### config.mk
export PLATFORM = sky130hd
export DESIGN_NAME = axi_stream_remove_header
export DESIGN_NICKNAME = d
export VERILOG_FILES = /design/src/rtl/axi_stream_hdr_pkg.sv /design/src/rtl/axis_byte_realign.sv /design/src/rtl/axi_stream_remove_header.sv
export SDC_FILE = /design/constraint.sdc
export NUM_CORES = 1
export LEC_CHECK = 0
export CAP_MARGIN = 30
export CELL_PAD_IN_SITES_DETAIL_PLACEMENT = 0
export CELL_PAD_IN_SITES_GLOBAL_PLACEMENT = 1
export CORE_UTILIZATION = 44
export DETAILED_ROUTE_END_ITERATION = 12
export GPL_TIMING_DRIVEN = 0
export PLACE_DENSITY_LB_ADDON = 0.1
export SETUP_SLACK_MARGIN = 0.15
export SLEW_MARGIN = 20
export SYNTH_ARGS = -nofsm -noshare
export SYNTH_HDL_FRONTEND = slang
export SYNTH_SLANG_ARGS = --single-unit
### constraint.sdc
create_clock -name clk -period 6.79 [get_ports clk]
set_input_delay 1.0185 -clock clk [delete_from_list [all_inputs] [get_ports clk]]
set_output_delay 1.0185 -clock clk [all_outputs]
set_load 0.05 [all_outputs]
### src/rtl/axi_stream_hdr_pkg.sv
// Shared types and keep/byte helpers for the AXI-Stream header insert/remove blocks.
// Keep vectors are handled right-aligned in a MAX_BYTES field, with byte 0 at bit nbytes-1.
package axi_stream_hdr_pkg;

  localparam int unsigned MAX_BYTES  = 64;
  localparam int unsigned BYTE_WD    = 8;
  localparam int unsigned BYTE_SHIFT = 3;

  typedef enum logic [1:0] {
    IDLE  = 2'd0,
    HEAD  = 2'd1,
    BODY  = 2'd2,
    FLUSH = 2'd3
  } hdr_state_e;

  // Leading-ones count of the nbytes-wide keep field.
  function automatic int unsigned keep_to_cnt(input logic [MAX_BYTES-1:0] keep,
                                              input int unsigned          nbytes);
    logic [MAX_BYTES-1:0] k;
    logic                 run;
    int unsigned          cnt;
    k   = keep << (MAX_BYTES - nbytes);
    run = 1'b1;
    cnt = 0;
    for (int unsigned i = 0; i < MAX_BYTES; i++) begin
      if (run && (i < nbytes) && k[MAX_BYTES-1]) begin
        cnt++;
      end else begin
        run = 1'b0;
      end
      k = k << 1;
    end
    return cnt;
  endfunction

  // cnt leading ones inside an nbytes-wide keep field.
  function automatic logic [MAX_BYTES-1:0] cnt_to_keep(input int unsigned cnt,
                                                       input int unsigned nbytes);
    return ~({MAX_BYTES{1'b1}} >> cnt) >> (MAX_BYTES - nbytes);
  endfunction

endpackage

### src/rtl/axis_byte_realign.sv
// Combinational byte merge: residual bytes followed by the head of the new beat,
// plus the post-header tail of the beat that becomes the next residual.
module axis_byte_realign
  import axi_stream_hdr_pkg::*;
#(
  parameter int unsigned DATA_WD      = 32,
  parameter int unsigned DATA_BYTE_WD = DATA_WD / 8,
  parameter int unsigned BYTE_CNT_WD  = $clog2(DATA_BYTE_WD) + 1
) (
  input  logic [DATA_WD-1:0]      resid_data,
  input  logic [BYTE_CNT_WD-1:0]  resid_cnt,
  input  logic [DATA_WD-1:0]      beat_data,
  input  logic [BYTE_CNT_WD-1:0]  beat_cnt,
  input  logic [BYTE_CNT_WD-1:0]  hdr_cnt,
  output logic [DATA_WD-1:0]      merge_data_c,
  output logic [DATA_BYTE_WD-1:0] merge_keep_c,
  output logic [DATA_WD-1:0]      tail_data_c,
  output logic [DATA_BYTE_WD-1:0] tail_keep_c,
  output logic [BYTE_CNT_WD-1:0]  tail_cnt_c,
  output logic [DATA_WD-1:0]      hdr_data_c
);

  logic [BYTE_CNT_WD-1:0] take_cnt;
  logic [BYTE_CNT_WD-1:0] fill_cnt;

  function automatic logic [DATA_WD-1:0] lead_mask(input logic [BYTE_CNT_WD-1:0] cnt);
    return ~({DATA_WD{1'b1}} >> {cnt, BYTE_SHIFT'(0)});
  endfunction

  always_comb begin
    take_cnt     = (beat_cnt < hdr_cnt) ? beat_cnt : hdr_cnt;
    fill_cnt     = resid_cnt + take_cnt;
    merge_data_c = resid_data | ((beat_data & lead_mask(take_cnt)) >> {resid_cnt, BYTE_SHIFT'(0)});
    merge_keep_c = DATA_BYTE_WD'(cnt_to_keep(32'(fill_cnt), DATA_BYTE_WD));
    tail_cnt_c   = (beat_cnt > hdr_cnt) ? (beat_cnt - hdr_cnt) : '0;
    tail_data_c  = (beat_data & lead_mask(beat_cnt)) << {hdr_cnt, BYTE_SHIFT'(0)};
    tail_keep_c  = DATA_BYTE_WD'(cnt_to_keep(32'(tail_cnt_c), DATA_BYTE_WD));
    hdr_data_c   = beat_data & lead_mask(hdr_cnt);
  end

endmodule

### src/rtl/axi_stream_remove_header.sv
// Strips a per-packet header of n bytes from an AXI-Stream, realigns the payload to
// byte 0 and reports the removed bytes on the hdr_* sideband.
module axi_stream_remove_header
  import axi_stream_hdr_pkg::*;
#(
  parameter int unsigned DATA_WD      = 32,
  parameter int unsigned DATA_BYTE_WD = DATA_WD / 8,
  parameter int unsigned BYTE_CNT_WD  = $clog2(DATA_BYTE_WD) + 1
) (
  input  logic                    clk,
  input  logic                    rst_n,
  input  logic                    valid_in,
  input  logic [DATA_WD-1:0]      data_in,
  input  logic [DATA_BYTE_WD-1:0] keep_in,
  input  logic                    last_in,
  output logic                    ready_in,
  output logic                    valid_out,
  output logic [DATA_WD-1:0]      data_out,
  output logic [DATA_BYTE_WD-1:0] keep_out,
  output logic                    last_out,
  input  logic                    ready_out,
  input  logic                    valid_remove,
  input  logic [BYTE_CNT_WD-1:0]  byte_remove_cnt,
  output logic                    ready_remove,
  output logic                    hdr_valid,
  output logic [DATA_WD-1:0]      hdr_data,
  output logic [DATA_BYTE_WD-1:0] hdr_keep
);

  localparam logic [BYTE_CNT_WD-1:0] FULL_CNT = BYTE_CNT_WD'(DATA_BYTE_WD);

  hdr_state_e              state_q, state_d;
  logic [BYTE_CNT_WD-1:0]  n_q, n_d;
  logic [DATA_WD-1:0]      resid_data_q, resid_data_d;
  logic [BYTE_CNT_WD-1:0]  resid_cnt_q, resid_cnt_d;
  logic                    valid_out_q, valid_out_d;
  logic [DATA_WD-1:0]      data_out_q, data_out_d;
  logic [DATA_BYTE_WD-1:0] keep_out_q, keep_out_d;
  logic                    last_out_q, last_out_d;
  logic                    hdr_valid_q, hdr_valid_d;
  logic [DATA_WD-1:0]      hdr_data_q, hdr_data_d;
  logic [DATA_BYTE_WD-1:0] hdr_keep_q, hdr_keep_d;
  logic                    ready_remove_q, ready_remove_d;

  logic                    out_free_c, accept_c, passthru_c;
  logic                    emit_c, emit_last_c;
  logic [DATA_WD-1:0]      emit_data_c;
  logic [DATA_BYTE_WD-1:0] emit_keep_c;
  logic [BYTE_CNT_WD-1:0]  beat_cnt_c;
  logic [DATA_WD-1:0]      merge_data_c, tail_data_c, hdr_data_c;
  logic [DATA_BYTE_WD-1:0] merge_keep_c, tail_keep_c;
  logic [BYTE_CNT_WD-1:0]  tail_cnt_c;

  assign out_free_c = !valid_out_q || ready_out;
  assign ready_in   = ((state_q == HEAD) || (state_q == BODY)) && out_free_c;
  assign accept_c   = valid_in && ready_in;
  assign passthru_c = (n_q == '0);
  assign beat_cnt_c = BYTE_CNT_WD'(keep_to_cnt(MAX_BYTES'(keep_in), DATA_BYTE_WD));

  axis_byte_realign #(
    .DATA_WD      (DATA_WD),
    .DATA_BYTE_WD (DATA_BYTE_WD),
    .BYTE_CNT_WD  (BYTE_CNT_WD)
  ) u_realign (
    .resid_data   (resid_data_q),
    .resid_cnt    (resid_cnt_q),
    .beat_data    (data_in),
    .beat_cnt     (beat_cnt_c),
    .hdr_cnt      (n_q),
    .merge_data_c (merge_data_c),
    .merge_keep_c (merge_keep_c),
    .tail_data_c  (tail_data_c),
    .tail_keep_c  (tail_keep_c),
    .tail_cnt_c   (tail_cnt_c),
    .hdr_data_c   (hdr_data_c)
  );

  // Next-state, residual and output-register update.
  always_comb begin
    state_d      = state_q;
    n_d          = n_q;
    resid_data_d = resid_data_q;
    resid_cnt_d  = resid_cnt_q;
    hdr_valid_d  = 1'b0;
    hdr_data_d   = hdr_data_q;
    hdr_keep_d   = hdr_keep_q;
    emit_c       = 1'b0;
    emit_data_c  = '0;
    emit_keep_c  = '0;
    emit_last_c  = 1'b0;

    case (state_q)
      IDLE: begin
        if (valid_remove && ready_remove_q) begin
          n_d     = (byte_remove_cnt > FULL_CNT) ? FULL_CNT : byte_remove_cnt;
          state_d = HEAD;
        end
      end
      HEAD: begin
        if (accept_c) begin
          hdr_valid_d  = 1'b1;
          hdr_data_d   = hdr_data_c;
          hdr_keep_d   = DATA_BYTE_WD'(cnt_to_keep(32'(n_q), DATA_BYTE_WD));
          resid_data_d = tail_data_c;
          resid_cnt_d  = tail_cnt_c;
          // With no header the beat passes straight through, keeping one-cycle latency.
          if (passthru_c || (last_in && (tail_cnt_c != '0))) begin
            emit_c      = 1'b1;
            emit_data_c = tail_data_c;
            emit_keep_c = tail_keep_c;
            emit_last_c = last_in;
          end
          state_d = last_in ? IDLE : BODY;
        end
      end
      BODY: begin
        if (accept_c) begin
          emit_c = 1'b1;
          if (passthru_c) begin
            emit_data_c = tail_data_c;
            emit_keep_c = tail_keep_c;
            emit_last_c = last_in;
            state_d     = last_in ? IDLE : BODY;
          end else begin
            emit_data_c  = merge_data_c;
            emit_keep_c  = merge_keep_c;
            emit_last_c  = last_in && (tail_cnt_c == '0);
            resid_data_d = tail_data_c;
            resid_cnt_d  = tail_cnt_c;
            if (last_in) begin
              state_d = (tail_cnt_c == '0) ? IDLE : FLUSH;
            end
          end
        end
      end
      FLUSH: begin
        if (out_free_c) begin
          emit_c      = 1'b1;
          emit_data_c = resid_data_q;
          emit_keep_c = DATA_BYTE_WD'(cnt_to_keep(32'(resid_cnt_q), DATA_BYTE_WD));
          emit_last_c = 1'b1;
          state_d     = IDLE;
        end
      end
      default: state_d = IDLE;
    endcase

    valid_out_d    = emit_c ? 1'b1 : (valid_out_q && !ready_out);
    data_out_d     = emit_c ? emit_data_c : data_out_q;
    keep_out_d     = emit_c ? emit_keep_c : keep_out_q;
    last_out_d     = emit_c ? emit_last_c : last_out_q;
    ready_remove_d = (state_d == IDLE);
  end

  always_ff @(posedge clk or negedge rst_n) begin
    if (!rst_n) begin
      state_q        <= IDLE;
      n_q            <= '0;
      resid_data_q   <= '0;
      resid_cnt_q    <= '0;
      valid_out_q    <= 1'b0;
      data_out_q     <= '0;
      keep_out_q     <= '0;
      last_out_q     <= 1'b0;
      hdr_valid_q    <= 1'b0;
      hdr_data_q     <= '0;
      hdr_keep_q     <= '0;
      ready_remove_q <= 1'b0;
    end else begin
      state_q        <= state_d;
      n_q            <= n_d;
      resid_data_q   <= resid_data_d;
      resid_cnt_q    <= resid_cnt_d;
      valid_out_q    <= valid_out_d;
      data_out_q     <= data_out_d;
      keep_out_q     <= keep_out_d;
      last_out_q     <= last_out_d;
      hdr_valid_q    <= hdr_valid_d;
      hdr_data_q     <= hdr_data_d;
      hdr_keep_q     <= hdr_keep_d;
      ready_remove_q <= ready_remove_d;
    end
  end

  assign valid_out    = valid_out_q;
  assign data_out     = data_out_q;
  assign keep_out     = keep_out_q;
  assign last_out     = last_out_q;
  assign hdr_valid    = hdr_valid_q;
  assign hdr_data     = hdr_data_q;
  assign hdr_keep     = hdr_keep_q;
  assign ready_remove = ready_remove_q;

endmodule

Word-level counts from Yosys, hierarchy flattened --
Cells that the tools add are included.
Word-level totals: memories kept 0, output and inout bits 77, memory bits (writable) 0, logic and storage cells 120, flip-flop bits (word level) 116, bits in latches 0, memory bits (read-only) 0
Operators by class: order comparisons 3, reduce and logical (&&, ||, !) cells 23, shift-type cells 9, div/mod/pow operators 0, bitwise gates (word level) 11, multiplexer cells 51, eq/ne operators 6, add/sub/neg operators 5, multiply operators 0
Operators by type and width (number):
- 2-to-1 mux 32 bit | 8
- NOT 64 bit | 4
- right shift 64 x 3 -> 64 bit (first input constant) | 4
- AND 32 bit | 3
- NOT 32 bit | 3
- one-hot mux 32 bit (3 select lines) | 1
- right shift 32 x 6 -> 32 bit (first input constant) | 3
- one-hot mux 32 bit (2 select lines) | 1
- OR 32 bit | 1
- left shift 32 x 6 -> 32 bit | 1
- right shift 32 x 6 -> 32 bit | 1
- 2-to-1 mux 3 bit | 8
- 2-to-1 mux 4 bit | 5
- 2-to-1 mux 2 bit | 9
- 2-to-1 mux 1 bit | 14
- one-hot mux 4 bit (3 select lines) | 1
- logical AND 1 bit | 9
- one-hot mux 2 bit (4 select lines) | 1
- zero test 3 bit | 2
- inequality test 2 bit (second input constant) | 3
- one-hot mux 1 bit (3 select lines) | 2
- one-hot mux 3 bit (2 select lines) | 1
- == test 2 bit (second input constant) | 2
- zero test 2 bit | 2
- other kinds (15) | 19

Depth between registers and ports, before layout --
word-level depth 17, depth in mapped cells 21, depth with buffers taken out 17

Cells and area by module --
From an unflattened synthesis, not the netlist that was laid out.
Unflattened totals: cell total of the unflattened synthesis 773, area total of the unflattened synthesis 7654.8 um^2
By module, submodules not included:
- axi_stream_remove_header | cells each 411, instances 1, seq. area each 2902.8 um^2, area an instance 5181.2 um^2
- axis_byte_realign | cells each 362, instances 1, seq. area each 0.0 um^2, area an instance 2473.6 um^2

Least setup slack after synthesis --
OpenSTA, ideal clock, no wires.
kind input to register, start point input keep_in[3], end point register keep_out_q[3], in the netlist keep_out[3], data arrival time 4.809 ns, slack 1.844 ns, library setup time 0.137 ns, cell stages on the path 20, buffers on the path 6, cells stage by stage buf_2 -> and2_1 -> clkbuf_2 -> buf_4 -> ha_1 -> and3_1 -> nand2_1 -> inv_2 -> buf_2 -> ha_1 -> a21oi_2 -> and2_1 -> buf_6 -> buf_2 -> o21ai_0 -> fa_1 -> xor2_1 -> xnor2_1 -> o311ai_0 -> a31oi_1
On the way: cells in the longest elaborated chain, start to end 15, elaborated cells between the ends (all ways) 34, classes of those cells add/sub (5); order compare (2); shift (2); mux (17); bitwise (2); reduce/logical (6)
RTL lines:
- from (decl) | RTL line axi_stream_remove_header.sv:14 | input logic [DATA_BYTE_WD-1:0] keep_in,
- 2-to-1 mux 1 bit | RTL line axi_stream_hdr_pkg.sv:26 | if (run && (i < nbytes) && k[MAX_BYTES-1]) begin
- adder 1 x 1 -> 2 bit / logical AND 1 bit (equally long branches) | RTL line axi_stream_hdr_pkg.sv:27, axi_stream_hdr_pkg.sv:26
- 2-to-1 mux 2 bit / 2-to-1 mux 1 bit (equally long branches) | RTL line axi_stream_hdr_pkg.sv:26
- adder 2 x 1 -> 3 bit / logical AND 1 bit (equally long branches) | RTL line axi_stream_hdr_pkg.sv:27, axi_stream_hdr_pkg.sv:26
- 2-to-1 mux 3 bit / 2-to-1 mux 1 bit (equally long branches) | RTL line axi_stream_hdr_pkg.sv:26
- adder 3 x 1 -> 3 bit / logical AND 1 bit (equally long branches) | RTL line axi_stream_hdr_pkg.sv:27, axi_stream_hdr_pkg.sv:26
- 2-to-1 mux 3 bit (*) | RTL line axi_stream_hdr_pkg.sv:26
- < comparator 3 bit (tied with other cells) | RTL line axis_byte_realign.sv:31 | take_cnt = (beat_cnt < hdr_cnt) ? beat_cnt : hdr_cnt;
- 2-to-1 mux 3 bit (on tied branches) | RTL line axis_byte_realign.sv:31, axis_byte_realign.sv:35
- adder 3 bit / nonzero test 3 bit (equally long branches) | RTL line axis_byte_realign.sv:32, axi_stream_remove_header.sv:107
- right shift 64 x 3 -> 64 bit / logical AND 1 bit (equally long branches) | RTL line axi_stream_hdr_pkg.sv:39, axi_stream_remove_header.sv:107
- NOT 64 bit / logical OR 1 bit (equally long branches) | RTL line axi_stream_hdr_pkg.sv:39, axi_stream_remove_header.sv:107
- 2-to-1 mux 4 bit (tied with other cells) | RTL line axi_stream_remove_header.sv:119 | if (passthru_c) begin
- 2-to-1 mux 4 bit (tied with other cells) | RTL line axi_stream_remove_header.sv:117 | if (accept_c) begin
- one-hot mux 4 bit (3 select lines) / one-hot mux 1 bit (3 select lines) (equally long branches) | RTL line axi_stream_remove_header.sv:92 | case (state_q)
- to (signal assigned) | RTL line axi_stream_remove_header.sv:176 | keep_out_q <= keep_out_d;
- to (decl) | RTL line axi_stream_remove_header.sv:38 | logic [DATA_BYTE_WD-1:0] keep_out_q, keep_out_d;
Mark *: on every way between the ends. The rest lies on a longest branch, timed or not. A chain may end at the register's enable or synchronous reset.

Final worst setup path --
start point input keep_in[1], end point register keep_out_q[3], in the netlist keep_out[3]
On the way: cells in the longest elaborated chain, start to end 12, elaborated cells between the ends (all ways) 27, classes of those cells add/sub (3); order compare (2); shift (2); mux (13); bitwise (2); reduce/logical (5)
RTL lines (RTL line):
- logical AND 1 bit (*) | axi_stream_hdr_pkg.sv:26
- 2-to-1 mux 3 bit / 2-to-1 mux 1 bit (equally long branches) | axi_stream_hdr_pkg.sv:26
- adder 3 x 1 -> 3 bit / logical AND 1 bit (equally long branches) | axi_stream_hdr_pkg.sv:27, axi_stream_hdr_pkg.sv:26
- 2-to-1 mux 3 bit (*) | axi_stream_hdr_pkg.sv:26
- < comparator 3 bit (tied with other cells) | axis_byte_realign.sv:31
- 2-to-1 mux 3 bit (on tied branches) | axis_byte_realign.sv:31, axis_byte_realign.sv:35
- adder 3 bit / nonzero test 3 bit (equally long branches) | axis_byte_realign.sv:32, axi_stream_remove_header.sv:107
- right shift 64 x 3 -> 64 bit / logical AND 1 bit (equally long branches) | axi_stream_hdr_pkg.sv:39, axi_stream_remove_header.sv:107
- NOT 64 bit / logical OR 1 bit (equally long branches) | axi_stream_hdr_pkg.sv:39, axi_stream_remove_header.sv:107
- 2-to-1 mux 4 bit (tied with other cells) | axi_stream_remove_header.sv:119
- 2-to-1 mux 4 bit (tied with other cells) | axi_stream_remove_header.sv:117
- one-hot mux 4 bit (3 select lines) / one-hot mux 1 bit (3 select lines) (equally long branches) | axi_stream_remove_header.sv:92
Marked as above.

==> impl_metrics.env <==
export IMPL_outcome="finished, final reports clean"
export IMPL_core_area_mm2=0.01600
export IMPL_postLayoutCellArea_mm2=0.009443
export IMPL_power_share_of_the_combinational_group_pct=58.9
export IMPL_place_detailed_hpwl_um=22890
export IMPL_maximum_fanout_count_along_the_critical_path=10
export IMPL_critPathArrivalTime_ps=5950
export IMPL_grt_first_pass_wirelength_um=45660
export IMPL_max_slew_worst_pin_slew_ps=873.7
export IMPL_num_rows=46
export IMPL_post_synth_main_area_contributors="dfrtp_1 (40%), nand2_1 (8.7%), a21oi_1 (4.3%)"
export IMPL_clockRootBuffer="clkbuf_16"
export IMPL_post_cts_hold_buffer_count=0
export IMPL_worstSetupEndpointType="flop"
export IMPL_timing_hold_worst_class="flop to flop"
export IMPL_hold_viol=0
export IMPL_commonest_non_fill_non_tap_cell_in_the_layout="nand2_1"
export IMPL_cts_inserted_buffers=17
export IMPL_htree_num_levels=4
export IMPL_worst_slew_margin_rel_pct=40.94
export IMPL_worst_clock_skew_ps=7.865
export IMPL_synth_flop_cell="dfrtp_1"
export IMPL_synth_ff_latch_count=116
export IMPL_port_buffer_count=120
export IMPL_floorplan_die_area_mm2=0.01706
export IMPL_clk_insertion_delay_late_ps=440
export IMPL_drive_above_1_share_pct=8.803
export IMPL_synth_cells=857
export IMPL_drv_cap=0
export IMPL_ant_nets=0
export IMPL_num_vias=7925
export IMPL_regArea_mm2=0.002903
export IMPL_multiInputGateArea_mm2=0.003983
export IMPL_fin_hold_ws_ps=464.6
export IMPL_clockBufferDepth=2
export IMPL_placed_area_mm2=0.008777
export IMPL_track_usage_pct=37.51
export IMPL_detailedRoute_firstPassIterationCount=8
export IMPL_critPathKind="input pin to flop"
export IMPL_clock_power_share_pct=20.1
export IMPL_chipHeight_um=130.6
export IMPL_synth_enable_flop_cells=0
export IMPL_netSwitchingFraction_pct=51.14
export IMPL_final_fill_count=1502
export IMPL_power_density_mw_per_mm2=538.6
export IMPL_fin_crit_sh_pct=83.16
export IMPL_area_growth_pct=29.76
export IMPL_grt_pass1_vias=7387
export IMPL_grt_max_degree=65
export IMPL_netlist_area_mm2=0.007277
export IMPL_routed_wire_length_per_instance_um=25.23
export IMPL_netlist_cell_type_count=71
export IMPL_max_freq_ghz=0.1771
export IMPL_internal_power_w=0.002485
export IMPL_ctsResizeCount=0
export IMPL_final_max_slew_viols=0
export IMPL_grt_antenna_before_repair=0
export IMPL_synth_sequential_area_ratio_pct=39.89
export IMPL_post_route_total_power_w=0.005086
export IMPL_total_number_of_nets_in_the_final_design=1055
export IMPL_yosys_area_top_type_share_pct=39.89
export IMPL_die_x_um=130.6
export IMPL_async_flop_share_pct=100.0
export IMPL_start_util_pct=45.48
export IMPL_drt_iter0_drc=937
export IMPL_tritoncts="built"
export IMPL_setup_viol=0
export IMPL_place_gp_congestion=0.9985
export IMPL_worst_setup_hold_path_clk_slew_ps=60
export IMPL_utilization_pct=59.02
export IMPL_rsz0062_at_grt="no"
export IMPL_critPathRequiredTime_ps=7090
export IMPL_power_leakage_nw=3.950
export IMPL_layout_common_cells="nand2_1 (169), clkdlybuf4s50_1 (119), dfrtp_1 (116), a21oi_1 (62), o21ai_0 (61)"
export IMPL_ys_warnings_count=0
export IMPL_synth_largest_area_cell="dfrtp_1"
export IMPL_sequential_cell_fraction_of_total_power_pct=21.0
export IMPL_worst_ir_drop_vdd_v=0.0002925
export IMPL_power_net_switching_w=0.002601
export IMPL_syn_nets=914
export IMPL_synth_avg_cell_area_um2=8.491
export IMPL_cts_repair_timing_setup_buffer_count=0
export IMPL_route_final_wire_length_um=30980
export IMPL_detail_route_drc_violations=0
export IMPL_grt_overflow=0
export IMPL_num_io_pins=122
export IMPL_start_kind="input pin"
export IMPL_clock_sinks=116
export IMPL_detail_route_vias_per_cell=6.454
export IMPL_period_needed_ps=5647
[power by group through the flow]
stage / registers [W] / clock network (W) / logic (W)
floorplan: 0.00167 / 0 / 0.00129
global placement: 0.00107 / 0 / 0.00291
detailed placement: 0.00108 / 0 / 0.00292
CTS: 0.00107 / 0.00102 / 0.00294
global route: 0.00109 / 0.00105 / 0.00316
finish: 0.00107 / 0.00102 / 0.00300
[metrics by stage]
| stage | TNS, ps | setup slack [ps] | std cells |
|---|---|---|---|
| final | 0 | 1143 | 1228 |
| after global placement | -3538 | -47.63 | 1193 |
| after global routing | 0 | 749.0 | 1227 |
| after CTS | 0 | 1219 | 1226 |
| after detailed placement | 0 | 797.1 | 1194 |
| after floorplan | 0 | 1844 | 857 |
[worst paths after layout]
check	startpoint	to	slack [ps]	cells after the start
worst max-delay path	keep_in[1]	keep_out[3]$_DFFE_PN0P_	1140	20
worst min-delay path	hdr_data[29]$_DFFE_PN0P_	hdr_data[29]$_DFFE_PN0P_	460	2
worst max register to register	n_q[1]$_DFFE_PN0P_	keep_out[3]$_DFFE_PN0P_	2670	14
worst min register to register	hdr_data[29]$_DFFE_PN0P_	hdr_data[29]$_DFFE_PN0P_	460	2
max in group asynchronous	rst_n	data_out[20]$_DFFE_PN0P_	5540	2
min in group asynchronous	rst_n	hdr_data[19]$_DFFE_PN0P_	520	1
[kinds of logic after synthesis]
logic type,count (synthesis),synth area share [%]
and+or+nand+nor,324,19.96
AOI/OAI and AO/OA,303,29.85
DFF,116,39.89
buffers and inverters,84,5.382
muxes,14,2.166
adders and majority gates,12,2.270
xor gates and xnor gates,4,0.4815
[sequential cells by signal, summed over array words and instances, names as in the netlist]
name	flops
data_out	32
hdr_data	32
hdr_keep	4
hdr_valid	1
keep_out	4
last_out	1
n_q	3
ready_remove	1
resid_cnt_q	3
resid_data_q	32
state_q	2
valid_out	1
[critical path: stages]
cell	delay (ps)
clkdlybuf4s50_1	510
buf_2	220
inv_1	70
a21boi_0	180
ha_1	190
and3_1	150
nand2_1	220
inv_2	270
buf_2	280
ha_1	360
a21oi_2	420
and2_1	210
buf_6	180
buf_2	260
o21ai_0	130
fa_1	390
xor2_1	180
xnor2_1	210
o311ai_0	360
a31oi_1	140
[per-layer routing]
layer | vias to the layer above | routed length (µm) | GRT usage, %
li1 | 3488 | - | -
met1 | 3874 | 12760 | 49.17
met2 | 464 | 13970 | 57.80
met3 | 99 | 2767 | 8.998
met4 | 0 | 1492 | 18.93
met5 | - | 0 | 0
[synthesized netlist by cell type, types with 4 or more instances]
cell type and instances:
nand2_1 169, dfrtp_1 116, a21oi_1 62, o21ai_0 61
nor2_1 45, clkbuf_1 42, nand3_1 41, a221oi_1 25
a31oi_1 20, o31ai_1 17, mux2_2 14, and3_1 12
a22o_1 11, buf_2 11, nor3_1 11, a211oi_1 10
ha_1 10, inv_1 10, a2111oi_0 9, nor2b_1 9
o22a_1 9, a32o_1 8, a32oi_1 7, and2_1 7
buf_1 7, a22oi_1 6, buf_4 6, a211o_1 5
a221o_1 5, a41o_1 5, buf_6 5, nand2b_1 5
nand4_1 5, a21o_1 4, a222oi_1 4, nand3b_1 4
o21a_1 4, o41ai_1 4, or2_2 4
[area by class of cell]
type                    instances  share of cell area (%)
repair buffers                122                   13.08
plain buffers                  73                   3.710
well taps                     216                   2.862
diodes                          1                 0.02650
flip-flops and latches        116                   30.74
clock buffers                  20                   4.836
clock inverters                12                   2.133
inverters                      11                  0.4373
multi-input cells             657                   42.18
Power figures use the tool's default switching activity.
